[src/rtl/module_bcd_binario.sv]
// Sequential BCD-to-binary converter: Horner accumulation acc = acc*10 + digit, one digit per clock.
// Latency 4 clocks from acceptance to the listo pulse, or 1 clock when a digit is invalid. inicio is ignored while busy.
module module_bcd_binario #(
    parameter int ANCHO = 16
) (
    input  logic             clk,
    input  logic             rst,
    input  logic             inicio,
    input  logic [3:0]       millares_input,
    input  logic [3:0]       centenas_input,
    input  logic [3:0]       decenas_input,
    input  logic [3:0]       unidades_input,
    output logic [ANCHO-1:0] numero_output,
    output logic             listo,
    output logic             ocupado,
    output logic             error
);

    typedef enum logic [1:0] {
        IDLE = 2'd0,
        CONV = 2'd1,
        DONE = 2'd2
    } estado_t;

    estado_t           r_estado;
    estado_t           w_estado_sig;
    logic [3:0][3:0]   r_dig;
    logic [ANCHO-1:0]  r_acc;
    logic [1:0]        r_idx;
    logic [ANCHO-1:0]  w_acc_sig;
    logic [3:0]        w_dig_act;
    logic              w_invalido;

    always_comb begin
        w_invalido = (millares_input > 4'd9) || (centenas_input > 4'd9) ||
                     (decenas_input  > 4'd9) || (unidades_input > 4'd9);
        w_dig_act  = r_dig[r_idx];
        // acc*10 as two shifts and an add keeps a multiplier out of the netlist
        w_acc_sig  = (r_acc << 3) + (r_acc << 1) + {{(ANCHO-4){1'b0}}, w_dig_act};
    end

    always_ff @(posedge clk) begin
        if (!rst) begin
            r_estado <= IDLE;
        end else begin
            r_estado <= w_estado_sig;
        end
    end

    always_comb begin
        w_estado_sig = r_estado;
        case (r_estado)
            IDLE: begin
                if (inicio) begin
                    w_estado_sig = w_invalido ? DONE : CONV;
                end
            end
            CONV: begin
                if (r_idx == 2'd0) begin
                    w_estado_sig = DONE;
                end
            end
            DONE:    w_estado_sig = IDLE;
            default: w_estado_sig = IDLE;
        endcase
    end

    always_comb begin
        ocupado = (r_estado != IDLE);
    end

    always_ff @(posedge clk) begin
        if (!rst) begin
            r_dig         <= '0;
            r_acc         <= '0;
            r_idx         <= 2'd0;
            numero_output <= '0;
            listo         <= 1'b0;
            error         <= 1'b0;
        end else begin
            listo <= 1'b0;
            case (r_estado)
                IDLE: begin
                    if (inicio) begin
                        r_dig <= {millares_input, centenas_input, decenas_input, unidades_input};
                        error <= w_invalido;
                        if (w_invalido) begin
                            numero_output <= '0;
                            listo         <= 1'b1;
                        end else begin
                            r_acc <= '0;
                            r_idx <= 2'd3;
                        end
                    end
                end
                CONV: begin
                    r_acc <= w_acc_sig;
                    r_idx <= r_idx - 2'd1;
                    if (r_idx == 2'd0) begin
                        numero_output <= w_acc_sig;
                        listo         <= 1'b1;
                    end
                end
                default: ;
            endcase
        end
    end

endmodule

[config.mk]
export PLATFORM = sky130hd
export DESIGN_NAME = module_bcd_binario
export DESIGN_NICKNAME = d
export VERILOG_FILES = /design/src/rtl/module_bcd_binario.sv
export SDC_FILE = /design/constraint.sdc
export NUM_CORES = 1
export LEC_CHECK = 0
export BUFFER_PORTS_ARGS = -buffer_cell sky130_fd_sc_hd__buf_2
export CORE_MARGIN = 3
export CORE_UTILIZATION = 35
export CTS_BUF_LIST = sky130_fd_sc_hd__clkbuf_8
export CTS_CLUSTER_SIZE = 10
export DETAILED_ROUTE_END_ITERATION = 8
export GPL_TIMING_DRIVEN = 0
export PLACE_DENSITY = 0.64
export SLEW_MARGIN = 10
export SYNTH_ARGS = -nofsm -noshare
export SYNTH_HDL_FRONTEND = slang
export SYNTH_SLANG_ARGS = --single-unit
[constraint.sdc]
create_clock -name clk -period 3.2 [get_ports clk]
set_clock_uncertainty 0.2 [all_clocks]
set_input_delay 0 -clock clk [delete_from_list [all_inputs] [get_ports clk]]
set_output_delay 0 -clock clk [all_outputs]
set_load 0.02 [all_outputs]
### Word level (Yosys, flattened, before mapping)

Index checks and enable logic that the tools add are counted.

* bits in latches: 0
* word-level logic and storage cells: 54
* bits in read-only memories: 0
* output and inout port bits: 19
* bits of input ports: 19
* bits in registers: 53
* memories kept: 0
* memory bits (writable): 0

* divide/modulo/power cells: 0
* equality and inequality tests: 5
* $lt $le $gt $ge: 5
* bitwise logic cells: 0
* add/sub/neg operators: 3
* multipliers: 0
* reduce and logical (&&, ||, !) cells: 11
* multiplexer cells: 20
* shift-type cells: 0

Operator list (number)
* two-way mux 16 bit: 3
* case mux 16 bit (2 select lines): 1
* two-way mux 15 bit: 2
* case mux 15 bit (2 select lines): 1
* adder 16 bit: 1
* adder 16 x 4 -> 16 bit: 1
* > comparator 4 bit, second input constant: 4
* two-way mux 2 bit: 5
* binary-select mux 4 bit (select 2 bit): 1
* inequality test 2 bit, second input constant: 4
* case mux 2 bit (2 select lines): 2
* logical NOT 2 bit: 2
* two-way mux 4 bit: 1
* AND reduction 2 bit: 2
* AND reduction 4 bit: 1
* nonzero test 2 bit: 2
* logical OR 1 bit: 3
* less-than comparator 2 x 3 -> 1 bit, second input constant: 1
* two-way mux 1 bit: 3
* AND reduction 3 bit: 1
* == test 2 x 1 -> 1 bit, second input constant: 1
* case mux 1 bit (2 select lines): 1
* subtractor 2 x 1 -> 2 bit, second input constant: 1

### Logic depth before layout (Yosys ltp)

* depth after elaboration: 7
* mapped depth: 13
* mapped depth without buffers: 12

### Worst setup path before layout

OpenSTA, ideal clock, no wires.

* kind: register to register
* start: register r_idx[0]
* end: register numero_output[13]
* setup time: 117 ps
* period minus slack after synthesis: 3480 ps
* path slack: -280 ps
* path buffers: 1
* stages on the path, launching flop included: 14
* required time: 2883 ps
* arrival time: 3162 ps
* path through: dfxtp_1 > clkbuf_1 > mux4_2 > inv_1 > fa_1 > inv_1 > ha_1 > a21oi_1 > nor2b_1 > a311o_1 > a41oi_2 > o21ai_1 > xor2_1 > a32o_1

* cells in the longest elaborated chain, start to end: 5
* elaborated cells on any way between the ends: 8
* those cells by class: 1 x add/sub; 1 x eq/ne; 4 x mux; 2 x reduce/logical

RTL lines
* start, declared: line 29 `logic [1:0] r_idx;`
* start signal, assigned: line 98 `r_idx <= r_idx - 2'd1;`
* binary-select mux 4 bit (select 2 bit): line 37 `w_dig_act = r_dig[r_idx];`
* two-way mux 4 bit (implied by the code): line 37
* adder 16 x 4 -> 16 bit: line 39 `w_acc_sig = (r_acc << 3) + (r_acc << 1) + {{(ANCHO-4){1'b0}}, w_dig_act};`
* two-way mux 16 bit: line 99 `if (r_idx == 2'd0) begin`
* case mux 16 bit (2 select lines): line 82 `case (r_estado)`
* end signal, assigned: line 100 `numero_output <= w_acc_sig;`
* end, declared: line 13 `output logic [ANCHO-1:0] numero_output,`

Parallel ways exist; a longest one is shown, timed or not. The select of a mux whose other input is x is not followed.
A chain may end at the register's enable or synchronous reset.

### Worst setup path after layout

Same ends and word-level chain as after synthesis.

==> results.md <==
* Status: finished, violations left
* Failing checks: negative setup slack
* Register area share after synthesis at 37.89%
* Synth Area in Compound Gates at 20.42%
* Leading cell type by number of instances after synthesis: nand2_1
* Worst Tran Pin Value at 0.6776 ns
* Post-synthesis adder-cell area fraction at 13.49%
* Commonest cells post-synth: 60 x nand2_1, 53 x dfxtp_1, 27 x ha_1
* EDFF count, synth at 0
* Worst EP required at 3.21 ns
* Die height at 95.45 µm
* Met2 wire len at 3.542 mm
* Post-Route WL at 7.005 mm
* Vias in the first global route at 2443
* Netlist cell types at 38
* Detailed Place HPWL at 5.002 mm
* Post-synthesis mux area share at 3.217%
* TritonCTS clock tree: built
* Total of max-cap violations at 0
* Slew headroom at 54.83%
* Final ANT Viol Nets at 0
* Mapped Nets at 362
* Reg clk slew, reported paths at 0.09 ns
* Io pins at 38
* Worst EP arrival at 3.35 ns
* Yosys top cell by area: dfxtp_1
* Setup_tns at -0.9449 ns
* DR pass1 iterations at 4
* Ys async rst share at 0%
* Placed inst area at 0.003131 mm²
* Port buffer count at 37
* Clock net sink count at 53
* Layout Cells excl Fill at 486
* GRT Total Usage at 16.20%
* Layout cells sized above 1 at 23.77%
* Final-report max-slew violation count at 0
* Drt first-iter violations at 101
* # setup viols final at 11
* Post-Syn Area at 0.002800 mm²
* Core area at 0.007486 mm²
* Die X at 95.45 µm
* Net Sw Frac at 23.74%
* Pleak at 1.589 nW
* Dpl cells at 450
* Met3 wire length at 196 µm
* CP endpoint kind: register
* Routability cong. at 0.7896
* Die area at 0.009110 mm²
* Final Hold Viols at 0
* Largest cells by area after synthesis: dfxtp_1 38%, ha_1 12%, nand2_1 8.0%
* Comb pwr share at 11.9%
* RSZ-0062 raised after global routing: true
* Worst vdd ir at 0.3093 mV
* WL/cell at 14.41 µm
* Top FF cell, synth: dfxtp_1
* Crit path launch type: register
* Net Sw Power at 0.3114 mW
* M1 WL at 3.146 mm
* Final net count at 434
* ANT cells at 0
* P_int at 1.000 mW
* Placement Rows at 31
* Tcrit/Tclk final at 104.5%
* Largest family of logic cells by synthesized area: compound AO/OA/AOI/OAI gates
* Initial antenna violation count at 0
* Final instance area at 0.003643 mm²
* Synth Area per Inst at 8.918 µm²
* Clk Latency, worst-skew pair at 0.30 ns
* Root Buffer: clkbuf_8
* Fin crit period at 3.344 ns
* Synthesized netlist cell count at 314
* Achievable Freq at 299.1 MHz
* DR vias/cell at 4.998
* Pwr/cell area at 360.0 mW/mm²
* H-tree depth at 2
* Syn. warnings at 0
* First-pass GRT wire length at 11.56 mm
* Final Worst Setup Slack at -0.1438 ns
* Largest net degree at the start of global routing at 16
* GRT overflow at 0
* Worst setup path category: reg2reg
* Starting density of the core at 37.41%
* Layout area overhead at 30.12%
* Total power at 1.312 mW
* Reg power frac at 52.5%
* Synth Area in XOR/XNOR at 3.753%
* Vias at 2429
* HP Class: in2reg
* CTS buffer count at 5
* Clock power share at 35.6%
* Clk buf depth at 2
* Max layer used: met4
* Synth top area share at 37.89%
* Seq cells post-synth at 53
* CP max FO at 3
* DRC at 0
* Simple-Gate Fraction of Synth Area at 17.65%
[timing repair]
| item | CTS | global route |
|---|---|---|
| endpoints found under the hold margin | 22 | 0 |
| gates resized for setup | 26 | 9 |
| hold buffers | 17 | 0 |
| pin swaps | 32 | 13 |
| endpoints found under the setup margin | 16 | 18 |
| setup buffers | 11 | 2 |
[critical path, stage by stage, from the launching register on]
cell and delay (ns):
dfxtp_4 0.37, mux4_2 0.51, inv_2 0.07, fa_1 0.43, inv_1 0.09, ha_1 0.24
a21oi_2 0.13, nor2b_2 0.06, a311o_1 0.35, a41oi_2 0.29, o21ai_1 0.10, xor2_1 0.18
a32o_1 0.23
[power groups by stage]
stage	registers, mW	logic [mW]	clock network, mW
2_1_floorplan	0.703	0.0823	0
3_3_place_gp	0.703	0.126	0
3_5_place_dp	0.703	0.128	0
4_1_cts	0.688	0.155	0.476
5_1_grt	0.691	0.172	0.496
6_report	0.688	0.156	0.468
[final cells by class]
class                           count  area [µm²]
Fill cell                         688        3842
Multi-Input combinational cell    235        1785
Sequential cell                    53        1065
Timing Repair Buffer               66       456.7
Tap cell                           99       123.9
Clock buffer                        6       82.58
Buffer                             15       58.81
Inverter                           10       37.54
Clock inverter                      2       33.78
[routing by layer]
| metal | track usage (%) | vias to the layer above |
|---|---|---|
| met3 | 2.526 | 9 |
| met1 | 19.81 | 1139 |
| met4 | 5.095 | 0 |
| met5 | 0 | - |
| met2 | 29.04 | 44 |
| li1 | - | 1237 |
[state kept, by name, indices dropped and copies added, names as in the netlist]
| name | cells |
|---|---|
| numero_output | 16 |
| error | 1 |
| r_dig | 16 |
| r_acc | 15 |
| r_idx | 2 |
| listo | 1 |
| r_estado | 2 |
[final timing paths]
path	startpoint	end	slack (ns)	depth (start not counted)
setup / recovery	r_idx[0]	numero_output[13]	-0.14	12
hold / removal	inicio	r_dig[4]	0.07	5
setup reg to reg	r_idx[0]	numero_output[13]	-0.14	12
hold reg to reg	r_dig[14]	r_dig[14]	0.27	2
[cells in the final DEF (no fill, tap or decap), types with 4 or more instances in the layout]
master and instances:
a21boi_0 23, a21oi_1 8, a22o_1 4, a32o_1 6, and2_1 9, buf_2 39
buf_4 9, clkbuf_1 13, clkbuf_8 6, dfxtp_1 52, dlygate4sd3_1 17, ha_1 24
inv_1 9, mux4_2 4, nand2_1 60, nor2_1 12, nor2b_1 8, o21ai_0 13
o21ai_1 5, xnor2_1 5
[cell families after synthesis]
kind of cell               Yosys count
xor gates and xnor gates            12
buffers and inverters               26
AOI/OAI and AO/OA                   81
muxes                                4
DFF                                 53
and+or+nand+nor                    109
adders and majority gates           29
[through the flow]
stage / setup slack, ns / utilization [%] / hold slack (ns)
global route: -0.2670 / 48.67 / 0.09144
detailed placement: -0.3587 / 41.82 / 0.06169
CTS: -0.2766 / 48.20 / 0.07000
finish: -0.1438 / 48.67 / 0.07115
floorplan: -0.08876 / - / -0.05508
global placement: -0.3423 / 41.82 / 0.05103
(Power assumes the default switching activity.)
